<file path="src/rtl/mul_seq.sv">
// Sequential shift-and-add multiplier: one partial product per CALC cycle, 2N-bit result.
// Optional early termination once the remaining multiplier bits are zero: define MUL_SEQ_EARLY_EXIT_EN.
module mul_seq #(
    parameter int N = 8
) (
    input  logic           clock,
    input  logic           reset,
    input  logic           soc,
    input  logic [N-1:0]   x,
    input  logic [N-1:0]   y,
    output logic           eoc,
    output logic [2*N-1:0] p
);

    localparam int CNT_W = $clog2(N) + 1;
    localparam logic [CNT_W-1:0] LAST_CNT = CNT_W'(N - 1);

    typedef enum logic [1:0] {
        IDLE,
        CALC,
        DONE
    } state_t;

    state_t           state;
    state_t           next_state;
    logic [2*N-1:0]   md;
    logic [N-1:0]     mr;
    logic [2*N-1:0]   acc;
    logic [CNT_W-1:0] cnt;
    logic             last_step;

    always_ff @(posedge clock or posedge reset) begin
        if (reset) begin
            state <= IDLE;
            md    <= '0;
            mr    <= '0;
            acc   <= '0;
            cnt   <= '0;
        end else begin
            state <= next_state;
            case (state)
                IDLE: begin
                    if (soc) begin
                        md  <= {{N{1'b0}}, x};
                        mr  <= y;
                        acc <= '0;
                        cnt <= '0;
                    end
                end
                CALC: begin
                    acc <= acc + (mr[0] ? md : '0);
                    md  <= md << 1;
                    mr  <= mr >> 1;
                    cnt <= cnt + CNT_W'(1);
                end
                default: begin
                end
            endcase
        end
    end

    // The run finishes on the edge that consumes the last meaningful multiplier bit.
    always_comb begin
        last_step = (cnt == LAST_CNT);
`ifdef MUL_SEQ_EARLY_EXIT_EN
        last_step = last_step || ((mr >> 1) == '0);
`endif
        next_state = state;
        case (state)
            IDLE:    if (soc) next_state = CALC;
            CALC:    if (last_step) next_state = DONE;
            DONE:    if (!soc) next_state = IDLE;
            default: next_state = IDLE;
        endcase
    end

    assign eoc = (state != CALC);
    assign p   = acc;

endmodule

</file>
<file path="config.mk">
export PLATFORM = sky130hd
export DESIGN_NAME = mul_seq
export DESIGN_NICKNAME = d
export VERILOG_FILES = /design/src/rtl/mul_seq.sv
export SDC_FILE = /design/constraint.sdc
export NUM_CORES = 1
export LEC_CHECK = 0
export BUFFER_PORTS_ARGS = -buffer_cell sky130_fd_sc_hd__buf_2
export CORE_MARGIN = 4
export CORE_UTILIZATION = 40
export CTS_CLUSTER_DIAMETER = 60
export CTS_CLUSTER_SIZE = 16
export DETAILED_ROUTE_END_ITERATION = 16
export MAX_ROUTING_LAYER = met4
export PLACE_DENSITY = 0.7
export SYNTH_ARGS = -nofsm -noshare
export SYNTH_HDL_FRONTEND = slang
export SYNTH_SLANG_ARGS = --single-unit
</file>
<file path="constraint.sdc">
create_clock -name clock -period 3.1 [get_ports clock]
set_clock_uncertainty 0.1 [all_clocks]
set_input_delay 0.93 -clock clock [delete_from_list [all_inputs] [get_ports clock]]
set_output_delay 0.93 -clock clock [all_outputs]
set_load 0.02 [all_outputs]
</file>
==> impl_metrics.json <==
{
  "dr.pass1.iters": 4,
  "place_inst": 389,
  "num_vias": 2188,
  "dp_hpwl_um": 4263,
  "netlist_area_um2": 2726,
  "fin_cells": 397,
  "cts_resized": 0,
  "via_per_inst": 5.511,
  "setup.worst_path.start_class": "flip-flop",
  "hold_ws_ns": 0.3907,
  "place_congestion": 0.9270,
  "drv_cap": 0,
  "synthDistinctLibCells": 50,
  "syn_area_per_cell_um2": 9.500,
  "nets": 355,
  "clkSlewWorstSetupHoldPaths_ns": 0.10,
  "die_height_um": 90.56,
  "synth-seq-cells": 46,
  "die_width_um": 90.56,
  "cp.required_ns": 3.24,
  "port_buffers": 35,
  "synthAdderAreaFrac_pct": 8.077,
  "rows": 29,
  "fin_crit_sh_pct": 87.79,
  "cts-buffers-inserted": 5,
  "cts_buffer_depth": 2,
  "relSlewSlack_pct": 59.59,
  "start_util_pct": 41.98,
  "cts.htree.levels": 2,
  "rsz0062_at_grt": "no",
  "cellPowerDensity_nw_per_um2": 995.0,
  "grt_max_degree": 47,
  "ys.warnings.count": 0,
  "grt-ovfl-total": 0,
  "antenna_found_initial": 0,
  "max-vdd-ir-drop_mv": 0.6421,
  "ant_nets": 0,
  "holdBufCountCts": 0,
  "n_antenna_cell": 0,
  "end_kind": "flip-flop",
  "drcViolationCount": 0,
  "timing.final.ws_setup_ns": 0.3785,
  "slew_viol_final": 0,
  "netlist_instances": 287,
  "post_cts_buffers": 0,
  "fillCellCount": 616,
  "finalHoldViolCount": 0,
  "worst_pin_slew_ns": 0.6045,
  "cp_max_fo": 8,
  "first_iter_violations": 100,
  "worstPathArrival_ns": 2.86,
  "period_minus_slack_ns": 2.721,
  "layout-drive-gt1-share_pct": 17.81,
  "dp_worst_setup_slack_ns": 0.3908,
  "post-route-util_pct": 47.81,
  "async_flop_share_pct": 100.0,
  "synth_top_family_by_area": "compound AO/OA/AOI/OAI gates",
  "insertion_delay_ns": 0.31,
  "design.core.area_um2": 6495,
  "synth_compound_area_share_pct": 24.32,
  "fmax_ghz": 0.3674,
  "io_pins": 36,
  "synth_nets": 323,
  "p_leak_uw": 0.001438,
  "clock-root-buffer": "clkbuf_8",
  "path_class": "reg2reg",
  "seq_area_frac_synth_pct": 42.22,
  "synth_xor_area_share_pct": 3.534,
  "cts_sinks": 46,
  "first_global_vias": 2184,
  "cts_tree": "built",
  "synthMuxAreaShare_pct": 4.406,
  "status": "finished, final reports clean",
  "syn_to_final_growth_pct": 13.91,
  "wl_um": 5949,
  "routedWlPerCell_um": 14.98,
  "yosys.area_share.simple_pct": 14.09,
  "hold_class": "reg2reg",
  "setup_viol": 0,
  "gr-usage-all-layers_pct": 15.77,
  "synthFlopType": "dfrtp_1",
  "dieArea_um2": 8201,
  "setup_tns_ns": 0,
  "synth_edf_count": 0,
  "grt_pass1_wl_um": 10470
}
final timing paths:
kind / endpoint / cells after the start / slack (ns) / start
setup / recovery: p[12] / 10 / 0.38 / mr[0]
hold / removal: mr[1] / 2 / 0.39 / mr[1]
setup reg to reg: p[12] / 10 / 0.38 / mr[0]
min in group asynchronous: mr[4] / 3 / 0.53 / reset
hold reg to reg: mr[1] / 2 / 0.39 / mr[1]
max in group asynchronous: p[12] / 3 / 2.13 / reset
cells by family after synthesis:
family	after synthesis
AOI/OAI and AO/OA	100
and+or+nand+nor	77
DFF	46
buffers and inverters	24
adders and majority gates	17
muxes	12
xor gates and xnor gates	11
state kept, by name (all words and copies together) (netlist names):
register and flops:
state 2, p 16, mr 8, md 16, cnt 4
metrics by stage:
step / power, µW / area [µm²]
finish: 3090 / 3105
global route: 3374 / 3105
global placement: 2675 / 3014
detailed placement: 2726 / 3014
CTS: 3129 / 3105
floorplan: 2252 / 2726
worst max-delay path: stages (launching register included):
cell and delay [ns]:
dfrtp_1 0.43, and2_1 0.15, ha_1 0.19, inv_1 0.07, fa_1 0.41, nor2b_1 0.15, o211ai_1 0.11, a221oi_1 0.35
nor2_1 0.13, or4_1 0.47, nand3_1 0.09
layout by cell type (no fill, tap or decap), drive strengths merged, types with 2 or more instances in the layout:
cell	count
a22o	10
buf	40
and2	15
mux2i	12
a31oi	2
nor2	5
nand2	37
xor2	7
clkbuf	5
xnor2	4
nor2b	4
a21oi	20
dfrtp	46
nand2b	2
a21o	4
ha	16
o21bai	4
nand4	3
nor3	2
a22oi	2
o21ai	38
nand3	3
inv	11
o211ai	5
power by group:
part / switching, µW / total [µW] / leakage [µW] / internal (µW)
Clock: 224 / 388 / 0.0000489 / 163
Sequential: 212 / 1080 / 0.000590 / 865
Combinational: 965 / 1630 / 0.000799 / 661
routing by layer:
layer	vias to the layer above	part of all wire, %	GRT usage (%)
met2	58	45	24.77
met4	0	1.5	5.485
met1	1016	48	20.69
met3	8	4.9	2.500
met5	-	0	-
li1	1106	-	-
cells in the mapped netlist, types with 3 or more instances:
cell	n	area [µm²]
nor2_1	5	18.77
dfrtp_1	46	1151
o21ai_1	3	15.01
nand2_1	37	138.9
inv_1	8	30.03
mux2i_1	12	120.1
ha_1	16	200.2
a22o_1	10	87.58
nand3_1	3	15.01
a21oi_1	20	100.1
clkbuf_1	14	52.55
xnor2_1	4	35.03
a21o_1	3	22.52
nor2b_1	4	25.02
o211ai_1	5	37.54
xor2_1	7	61.31
nand4_1	3	18.77
o21bai_1	4	30.03
and2_1	15	93.84
o21ai_0	34	170.2
cell type report:
class / instances / area, µm² / area share, %
multi-input combinational: 217 / 1495 / 48.15
sequential: 46 / 1151 / 37.07
clock buffer: 5 / 68.82 / 2.216
tap: 77 / 96.34 / 3.102
clock inverter: 3 / 22.52 / 0.7252
timing repair buffer: 40 / 237.7 / 7.655
inverter: 9 / 33.78 / 1.088
(Power assumes the default switching activity.)
